`config.mk`:
```
export PLATFORM = sky130hd
export DESIGN_NAME = diffeq_result_serializer_flat
export DESIGN_NICKNAME = d
export VERILOG_FILES = /design/src/rtl/diffeq_pkg.sv /design/src/rtl/diffeq_result_serializer_if.sv /design/src/rtl/diffeq_result_fifo.sv /design/src/rtl/diffeq_result_serializer.sv /design/src/flat_wrapper.sv
export SDC_FILE = /design/constraint.sdc
export NUM_CORES = 1
export LEC_CHECK = 0
export ABC_AREA = 1
export BUFFER_PORTS_ARGS = -buffer_cell sky130_fd_sc_hd__buf_4
export CAP_MARGIN = 20
export CORE_UTILIZATION = 37
export DETAILED_ROUTE_END_ITERATION = 8
export GPL_ROUTABILITY_DRIVEN = 0
export PLACE_DENSITY = 0.62
export SYNTH_ARGS = -nofsm -noshare
export SYNTH_HDL_FRONTEND = slang
export SYNTH_SLANG_ARGS = --single-unit
```
`constraint.sdc`:
```
create_clock -name clk -period 3.9 [get_ports clk]
set_clock_uncertainty 0.2 [all_clocks]
set_input_delay 0.195 -clock clk [delete_from_list [all_inputs] [get_ports clk]]
set_output_delay 0.195 -clock clk [all_outputs]
set_load 0.02 [all_outputs]
```
`src/rtl/diffeq_pkg.sv`:
```
// diffeq_pkg: shared widths, serializer FSM encoding and datapath controller states
package diffeq_pkg;
    localparam int DATA_W_DEF = 16;
    localparam int NIB_W_DEF  = 4;
    typedef enum logic {S_TX_IDLE, S_TX_SEND} tx_state_e;
    localparam logic [1:0] S_IDLE = 2'd0, S_LOAD = 2'd1, S_CALC = 2'd2, S_DONE = 2'd3;
endpackage

```
`src/rtl/diffeq_result_serializer_if.sv`:
```
// diffeq_result_serializer_if: result capture port plus serial nibble bus toward the host
interface diffeq_result_serializer_if #(
    parameter int DATA_W = diffeq_pkg::DATA_W_DEF,
    parameter int NIB_W  = diffeq_pkg::NIB_W_DEF
);
    logic              res_valid;
    logic              res_ready;
    logic [DATA_W-1:0] res_data;
    logic [NIB_W-1:0]  nib_out;
    logic              nib_valid;
    logic              nib_ready;
    logic              nib_first;
    logic              nib_last;
    logic              busy;
    logic              overflow;
    modport slave (
        input  res_valid, res_data, nib_ready,
        output res_ready, nib_out, nib_valid, nib_first, nib_last, busy, overflow
    );
    modport master (
        output res_valid, res_data, nib_ready,
        input  res_ready, nib_out, nib_valid, nib_first, nib_last, busy, overflow
    );
endinterface

```
`src/rtl/diffeq_result_fifo.sv`:
```
// diffeq_result_fifo: circular result buffer; caller must not push when full or pop when empty
module diffeq_result_fifo #(
    parameter  int DATA_W = 16,
    parameter  int DEPTH  = 2,
    localparam int CW     = $clog2(DEPTH + 1),
    localparam int PW     = (DEPTH > 1) ? $clog2(DEPTH) : 1
) (
    input  logic              clk,
    input  logic              reset,
    input  logic              push,
    input  logic              pop,
    input  logic [DATA_W-1:0] din,
    output logic [DATA_W-1:0] dout,
    output logic [CW-1:0]     count,
    output logic              full,
    output logic              empty
);
    logic [DATA_W-1:0] mem_q [DEPTH];
    logic [DATA_W-1:0] mem_d [DEPTH];
    logic [PW-1:0]     wptr_q, wptr_d, rptr_q, rptr_d;
    logic [CW-1:0]     count_q, count_d;

    function automatic logic [PW-1:0] nxt(input logic [PW-1:0] p);
        return (p == PW'(DEPTH - 1)) ? '0 : p + PW'(1);
    endfunction

    always_comb begin
        mem_d = mem_q;
        if (push) mem_d[wptr_q] = din;
        wptr_d  = push ? nxt(wptr_q) : wptr_q;
        rptr_d  = pop ? nxt(rptr_q) : rptr_q;
        count_d = count_q + CW'(push) - CW'(pop);
    end

    always_ff @(posedge clk or posedge reset)
        if (reset) begin
            wptr_q  <= '0;
            rptr_q  <= '0;
            count_q <= '0;
        end else begin
            wptr_q  <= wptr_d;
            rptr_q  <= rptr_d;
            count_q <= count_d;
        end

    always_ff @(posedge clk)
        mem_q <= mem_d;

    assign dout  = mem_q[rptr_q];
    assign count = count_q;
    assign full  = (count_q == CW'(DEPTH));
    assign empty = (count_q == '0);
endmodule

```
`src/rtl/diffeq_result_serializer.sv`:
```
// diffeq_result_serializer: queues final y results and streams each out MSB-first as nibbles
module diffeq_result_serializer
    import diffeq_pkg::*;
#(
    parameter  int DATA_W = DATA_W_DEF,
    parameter  int NIB_W  = NIB_W_DEF,
    parameter  int DEPTH  = 2,
    localparam int NIBS   = DATA_W / NIB_W,
    localparam int IW     = (NIBS > 1) ? $clog2(NIBS) : 1,
    localparam int CW     = $clog2(DEPTH + 1)
) (
    input logic clk,
    input logic reset,
    diffeq_result_serializer_if.slave bus
);
    tx_state_e         state_q, state_d;
    logic [DATA_W-1:0] sreg_q, sreg_d;
    logic [IW-1:0]     idx_q, idx_d;
    logic              ovf_q, ovf_d;
    logic [DATA_W-1:0] head;
    logic [CW-1:0]     fifo_count;
    logic              full, empty, push, pop, sending, hs, last;

    // res_ready comes from the registered count so a full FIFO refuses even while popping
    assign bus.res_ready = (fifo_count < CW'(DEPTH));
    assign push          = bus.res_valid & ~full;
    assign sending       = (state_q == S_TX_SEND);
    assign hs            = sending & bus.nib_ready;
    assign last          = (idx_q == IW'(NIBS - 1));

    diffeq_result_fifo #(.DATA_W(DATA_W), .DEPTH(DEPTH)) u_fifo (
        .clk(clk), .reset(reset), .push(push), .pop(pop), .din(bus.res_data),
        .dout(head), .count(fifo_count), .full(full), .empty(empty)
    );

    always_comb begin
        state_d = state_q;
        sreg_d  = sreg_q;
        idx_d   = idx_q;
        pop     = 1'b0;
        ovf_d   = ovf_q | (bus.res_valid & ~bus.res_ready);
        if ((!sending || (hs && last)) && !empty) begin
            state_d = S_TX_SEND;
            sreg_d  = head;
            idx_d   = '0;
            pop     = 1'b1;
        end else if (hs && last) begin
            state_d = S_TX_IDLE;
        end else if (hs) begin
            sreg_d = sreg_q << NIB_W;
            idx_d  = idx_q + IW'(1);
        end
    end

    always_ff @(posedge clk or posedge reset)
        if (reset) begin
            state_q <= S_TX_IDLE;
            sreg_q  <= '0;
            idx_q   <= '0;
            ovf_q   <= 1'b0;
        end else begin
            state_q <= state_d;
            sreg_q  <= sreg_d;
            idx_q   <= idx_d;
            ovf_q   <= ovf_d;
        end

    assign bus.nib_valid = sending;
    assign bus.nib_out   = sending ? sreg_q[DATA_W-1 -: NIB_W] : '0;
    assign bus.nib_first = sending & (idx_q == '0);
    assign bus.nib_last  = sending & last;
    assign bus.busy      = sending | ~empty;
    assign bus.overflow  = ovf_q;
endmodule

```
`src/flat_wrapper.sv`:
```
// flat-port wrapper written by rule: the top's interface ports become plain ports
module diffeq_result_serializer_flat import diffeq_pkg::*;
#(
    parameter  int DATA_W = DATA_W_DEF,
    parameter  int NIB_W  = NIB_W_DEF,
    parameter  int DEPTH  = 2,
    localparam int NIBS   = DATA_W / NIB_W,
    localparam int IW     = (NIBS > 1) ? $clog2(NIBS) : 1,
    localparam int CW     = $clog2(DEPTH + 1)
)
  (clk, reset, bus_res_valid, bus_res_data, bus_nib_ready, bus_res_ready, bus_nib_out, bus_nib_valid, bus_nib_first, bus_nib_last, bus_busy, bus_overflow);
  diffeq_result_serializer_if #(.DATA_W(DATA_W), .NIB_W(NIB_W)) bus_i ();
  input logic clk;
  input logic reset;
  input wire logic [$bits(bus_i.res_valid)-1:0] bus_res_valid;
  input wire logic [$bits(bus_i.res_data)-1:0] bus_res_data;
  input wire logic [$bits(bus_i.nib_ready)-1:0] bus_nib_ready;
  output wire logic [$bits(bus_i.res_ready)-1:0] bus_res_ready;
  output wire logic [$bits(bus_i.nib_out)-1:0] bus_nib_out;
  output wire logic [$bits(bus_i.nib_valid)-1:0] bus_nib_valid;
  output wire logic [$bits(bus_i.nib_first)-1:0] bus_nib_first;
  output wire logic [$bits(bus_i.nib_last)-1:0] bus_nib_last;
  output wire logic [$bits(bus_i.busy)-1:0] bus_busy;
  output wire logic [$bits(bus_i.overflow)-1:0] bus_overflow;
  assign bus_i.res_valid = bus_res_valid;
  assign bus_i.res_data = bus_res_data;
  assign bus_i.nib_ready = bus_nib_ready;
  assign bus_res_ready = bus_i.res_ready;
  assign bus_nib_out = bus_i.nib_out;
  assign bus_nib_valid = bus_i.nib_valid;
  assign bus_nib_first = bus_i.nib_first;
  assign bus_nib_last = bus_i.nib_last;
  assign bus_busy = bus_i.busy;
  assign bus_overflow = bus_i.overflow;
  diffeq_result_serializer #(.DATA_W(DATA_W), .NIB_W(NIB_W), .DEPTH(DEPTH)) u_core (.clk(clk), .reset(reset), .bus(bus_i));
endmodule
```
After elaboration in Yosys (flattened, before gate mapping). Cells that the tools add are included.

Bits in registers: 56. Output and inout bits: 10. Word-level logic and storage cells: 62. Bits of input ports: 20.

Muxes and demuxes: 18. Eq/ne operators: 3. Bitwise operators: 12. Magnitude comparators: 4. Add/subtract/negate cells: 5. Reductions and logical operators: 11.

Operators with widths (count): $mux W16 (7); $bwmux W32 (1); $demux W16 S1 (1); $mux W2 (3); $and A1 B1 Y1 (5); $mux W1 (5); $eq A2 B2 Y1 const B (2); $ge A2 B2 Y1 const B (2); $logic_not A2 Y1 (2); $mux W4 (1); $not A1 Y2 (2); $reduce_bool A2 Y1 (2); $logic_and A1 B1 Y1 (3); $not A1 Y1 (3); $add A1 B1 Y1 const B (2); $add A2 B1 Y2 (1); $add A2 B1 Y2 const B (1); $logic_not A1 Y1 (2); $lt A2 B1 Y1 const B (1); $lt A2 B2 Y1 const B (1); $ne A2 B2 Y1 const B (1); $or A1 B1 Y1 (2); $reduce_and A2 Y1 (1); $sub A2 B1 Y2 (1); $logic_or A1 B1 Y1 (1).

Depth between registers and ports, before layout.
Depth in word-level cells: 6. Gate-level depth with buffers: 10. Gate-level depth less buffers: 10.

Hierarchy. Synthesis repeated with hierarchy kept, for this count alone.

Cell total of the unflattened synthesis: 258. Area total of the unflattened synthesis: 2586.2 um2.

Modules (own cells, without submodules): diffeq_result_fifo (times used 1, area each 1487.7 um2, cells each 110, seq. area each 1061.0 um2); diffeq_result_serializer (times used 1, area each 1098.6 um2, cells each 148, seq. area each 500.5 um2).

Least setup slack after synthesis. No wires, ideal clock.

Kind: register to register. Start: register u_core.idx_q[0]. End: register u_core.u_fifo.count_q[1] (netlist: u_core.u_fifo.count[1]). Data required time: 3571 ps. Setup slack: 1886 ps. Library setup time: 129 ps. Clock period less this slack: 2014 ps. Stages on the path, launching flop included: 11. Path buffers: 0. Arrival time: 1685 ps. Cells stage by stage: dfrtp_1 -> ha_1 -> inv_1 -> nand2_1 -> nand3_4 -> inv_1 -> ha_1 -> inv_1 -> ha_1 -> xnor2_1 -> xor2_1.

Longest elaborated chain between the ends: 6.

RTL lines: start: declaration (line diffeq_result_serializer.sv:18) `logic [IW-1:0] idx_q, idx_d;`; start signal: assignment (line diffeq_result_serializer.sv:64) `idx_q <= idx_d;`; $eq A2 B2 Y1 (line diffeq_result_serializer.sv:29) `assign last = (idx_q == IW'(NIBS - 1));`; $logic_and A1 B1 Y1 (line diffeq_result_serializer.sv:42) `if ((!sending || (hs && last)) && !empty) begin`; $logic_or A1 B1 Y1 (line diffeq_result_serializer.sv:42); $logic_and A1 B1 Y1 (line diffeq_result_serializer.sv:42); $mux W1 (line diffeq_result_serializer.sv:42); $sub A2 B1 Y2 (line diffeq_result_fifo.sv:32) `count_d = count_q + CW'(push) - CW'(pop);`; via u_core.u_fifo.count_d[1] (line diffeq_result_fifo.sv:21) `logic [CW-1:0] count_q, count_d;`; end signal: assignment (line diffeq_result_fifo.sv:43) `count_q <= count_d;`; end: declaration (line diffeq_result_fifo.sv:21).

The timed path passes the listed nets, and every way through them passes these cells. A chain may end at the register's enable or synchronous reset.

Worst setup path in the final report.
Start: register u_core.state_q (netlist: u_core.bus.nib_valid). End: register u_core.u_fifo.count_q[1] (netlist: u_core.u_fifo.count[1]).

Longest elaborated chain between the ends: 6. Elaborated cells on any way between the ends: 7. Classes of those cells: 1 x add/sub; 1 x mux; 1 x bitwise; 4 x reduce/logical.

RTL lines: start: declaration (line diffeq_result_serializer.sv:16) `tx_state_e state_q, state_d;`; start signal: assignment (line diffeq_result_serializer.sv:62) `state_q <= state_d;`; $and A1 B1 Y1 (line diffeq_result_serializer.sv:28) `assign hs = sending & bus.nib_ready;`; $logic_and A1 B1 Y1 (line diffeq_result_serializer.sv:42); $logic_or A1 B1 Y1 (*) (line diffeq_result_serializer.sv:42); $logic_and A1 B1 Y1 (*) (line diffeq_result_serializer.sv:42); $mux W1 (*) (line diffeq_result_serializer.sv:42); $sub A2 B1 Y2 (*) (line diffeq_result_fifo.sv:32); via u_core.u_fifo.count_d[1] (line diffeq_result_fifo.sv:21).

The timed path passes the listed nets; every way through them passes the cells marked *.

==> impl_metrics.tcl <==
set metrics [dict create \
    highest_net_fanout_along_the_worst_path 17 \
    achievable-frequency_mhz 436 \
    detail_route.iter0.violations 111 \
    grt_antenna_before_repair 0 \
    power-per-cell-area_nw_per_um2 668 \
    holdCritPathClass "input pin to flip-flop" \
    static_leakage_power_nw 1.49 \
    floorplan.die_area_um2 7010 \
    floorplan.initialDensity_pct 38.7 \
    fill_cells 620 \
    clock_latency_ns 0.31 \
    port-buffer-count 29 \
    outcome "finished clean" \
    drt-wirelength-per-cell_um 11.7 \
    synthesis.area_per_instance_um2 9.88 \
    vias 1682 \
    criticalPathCategory "flip-flop to flip-flop" \
    post-route-period-util_pct 58.8 \
    cp_data_arrival_time_ns 2.34 \
    ctsLongestPathBuffers 2 \
    yosys_reg_bits 56 \
    seq_power_share_pct 45.8 \
    route.detailed.drc 0 \
    ios 30 \
    cts_sinks 56 \
    postRouteWirelength_um 4380 \
    global_route_wire_length_before_repair_um 7940 \
    routed_via_density 4.50 \
    clk_pin_slew_worst_paths_ns 0.10 \
    sw_frac_of_total_pct 37.0 \
    wp_data_required_ns 3.95 \
    syn_nets 274 \
    tightestPinTransition_ns 0.936 \
    globalRouteOverflowTotal 0 \
    core_um2 6390 \
    largest_net_degree_at_the_start_of_global_routing 25 \
    instances_no_fill 374 \
    commonest_cells_after_routing_fill_and_taps_aside "nand2_1, edfxtp_1, buf_4, dfrtp_1, dlygate4sd3_1" \
    yosysWarningCount 0 \
    ant_nets 0 \
    placedCellCount 348 \
    cts_inserted_buffers 5 \
    via_count_of_the_first_global_routing_pass 1663 \
    area_delta_synth_final_pct 21.9 \
    postCtsResizedCells 0 \
    synth-seq-area-share_pct 63.2 \
    post-cts-setup-buffer-count 0 \
    layout-drive-gt1-share_pct 17.2 \
    row_count 29 \
    fin_tns_setup_ns 0 \
    hpwlAfterDp_um 2850 \
    timing.final.max_slew_violations 0 \
    share_comb_of_total_power_pct 34.8 \
    cts_root_buffer "clkbuf_8" \
    grtUsageTotal_pct 14.5 \
    area_of_the_mapped_netlist_um2 2470 \
    critical_path.endpoint_type "flip-flop" \
    cap_violations 0 \
    cell_internal_pwr_mw 1.27 \
    worst_r2r_path_depth 8 \
    num-nets-final 320 \
    start_kind "flip-flop" \
    hold_vio_cnt_final 0 \
    die_y_um 83.7 \
    drt-pass1-iter-count 4 \
    shortest_period_the_worst_path_allows_ns 2.29 \
    power.switching_uw 744 \
    cts_hold_buffers 18 \
    proportion_of_power_drawn_by_the_clock_network_pct 19.5 \
    finalSetupViolations 0 \
    holdPathStages 4 \
    final_common_cell "nand2_1" \
    die_w_um 83.7 \
    cts_tree "done" \
    unrepaired_setup_endpoints_after_global_routing "no" \
    num_antenna_cells 0 \
    postSynthCellCount 250 \
    cts_htree_levels 2 \
    max-slew-margin-rel_pct 37.5 \
    yosys.cell_types.count 22 \
    vdd.ir_drop.worst_v 0.000370 \
]
-- area by class of cell --
cell class | count | area, um^2 | area share, %
flip-flops and latches | 56 | 1560 | 51.8
multi-input cells | 166 | 758 | 25.2
repair buffers | 49 | 413 | 13.7
well taps | 77 | 96.3 | 3.20
clock buffers | 5 | 68.8 | 2.29
inverters | 18 | 67.6 | 2.24
clock inverters | 3 | 46.3 | 1.54
-- logic make-up after synthesis --
group	after synthesis	synth area share (%)
XOR/XNOR	4	1.42
buffers and inverters	28	6.08
AO/OA/AOI/OAI	5	1.87
adder cells (fa/ha/maj)	4	2.03
flip-flops	56	63.2
AND/OR/NAND/NOR	153	25.4
-- power groups by stage --
stage	Combinational [mW]	Clock (mW)	Sequential [mW]
floorplan	0.552	0	0.891
global placement	0.686	0	0.932
detailed placement	0.698	0	0.936
CTS	0.715	0.402	0.923
global route	0.815	0.431	0.943
finish	0.699	0.391	0.920
-- through the flow --
| step | power (mW) | worst slack, ns | area, um^2 | utilization [%] | hold slack (ns) |
|---|---|---|---|---|---|
| final | 2.01 | 1.61 | 3010 | 47.2 | 0.140 |
| after global routing | 2.19 | 1.37 | 3010 | 47.2 | 0.167 |
| after CTS | 2.04 | 1.57 | 3010 | 47.2 | 0.134 |
| after detailed placement | 1.63 | 1.59 | 2720 | 42.5 | 0.183 |
| after global placement | 1.62 | 1.67 | 2720 | 42.5 | 0.180 |
| after floorplan | 1.44 | 1.89 | 2470 | - | 0.00962 |
-- per-layer routing --
metal / global-route usage [%] / vias to the layer above / share of wire (%)
met2: 23.2 / 36 / 46
met3: 3.26 / 6 / 4.1
met5: 0 / - / 0
met1: 19.5 / 769 / 48
met4: 4.62 / 0 / 0.98
li1: - / 871 / -
-- synth_stat cells --
| cell | number | area (um^2) |
|---|---|---|
| nor2_1 | 2 | 7.51 |
| buf_6 | 4 | 45.0 |
| o21ai_2 | 2 | 17.5 |
| nand2_1 | 132 | 495 |
| nand3_2 | 1 | 10.0 |
| xnor2_1 | 1 | 8.76 |
| inv_1 | 16 | 60.1 |
| nand2_2 | 3 | 18.8 |
| nand2_4 | 1 | 11.3 |
| buf_2 | 3 | 15.0 |
| dfrtp_1 | 24 | 601 |
| a21o_1 | 1 | 7.51 |
| xor2_1 | 3 | 26.3 |
| nand3_1 | 12 | 60.1 |
| or2_2 | 1 | 6.26 |
| o21ai_4 | 1 | 16.3 |
| ha_1 | 4 | 50.1 |
| buf_4 | 3 | 22.5 |
| o21ai_1 | 1 | 5.00 |
| edfxtp_1 | 32 | 961 |
| inv_2 | 2 | 7.51 |
| nand3_4 | 1 | 17.5 |
-- registers in the layout (all words and copies together), names as in the netlist --
name,count
u_core.bus.nib_valid,1
u_core.u_fifo.mem_q,32
u_core.u_fifo.count,2
u_core.bus.overflow,1
u_core.u_fifo.rptr_q,1
u_core.u_fifo.wptr_q,1
u_core.idx_q,2
u_core.sreg_q,16
-- critical path: stages (launching register included) --
cell and delay (ns):
dfrtp_1 0.60, nand2_1 0.20, nand3_4 0.25, inv_1 0.15, ha_1 0.29, inv_1 0.04
ha_1 0.18, xnor2_1 0.16, xor2_1 0.16
-- worst paths after layout --
| check | start | end | slack (ns) |
|---|---|---|---|
| hold / removal | bus_nib_ready | u_core.bus.nib_valid | 0.14 |
| max in group asynchronous | reset | u_core.u_fifo.rptr_q | 2.49 |
| setup / recovery | u_core.bus.nib_valid | u_core.u_fifo.count[1] | 1.61 |
| min in group asynchronous | reset | u_core.bus.overflow | 0.44 |
| hold reg to reg | u_core.bus.overflow | u_core.bus.overflow | 0.28 |
| setup reg to reg | u_core.bus.nib_valid | u_core.u_fifo.count[1] | 1.61 |
(Power assumes the default switching activity.)
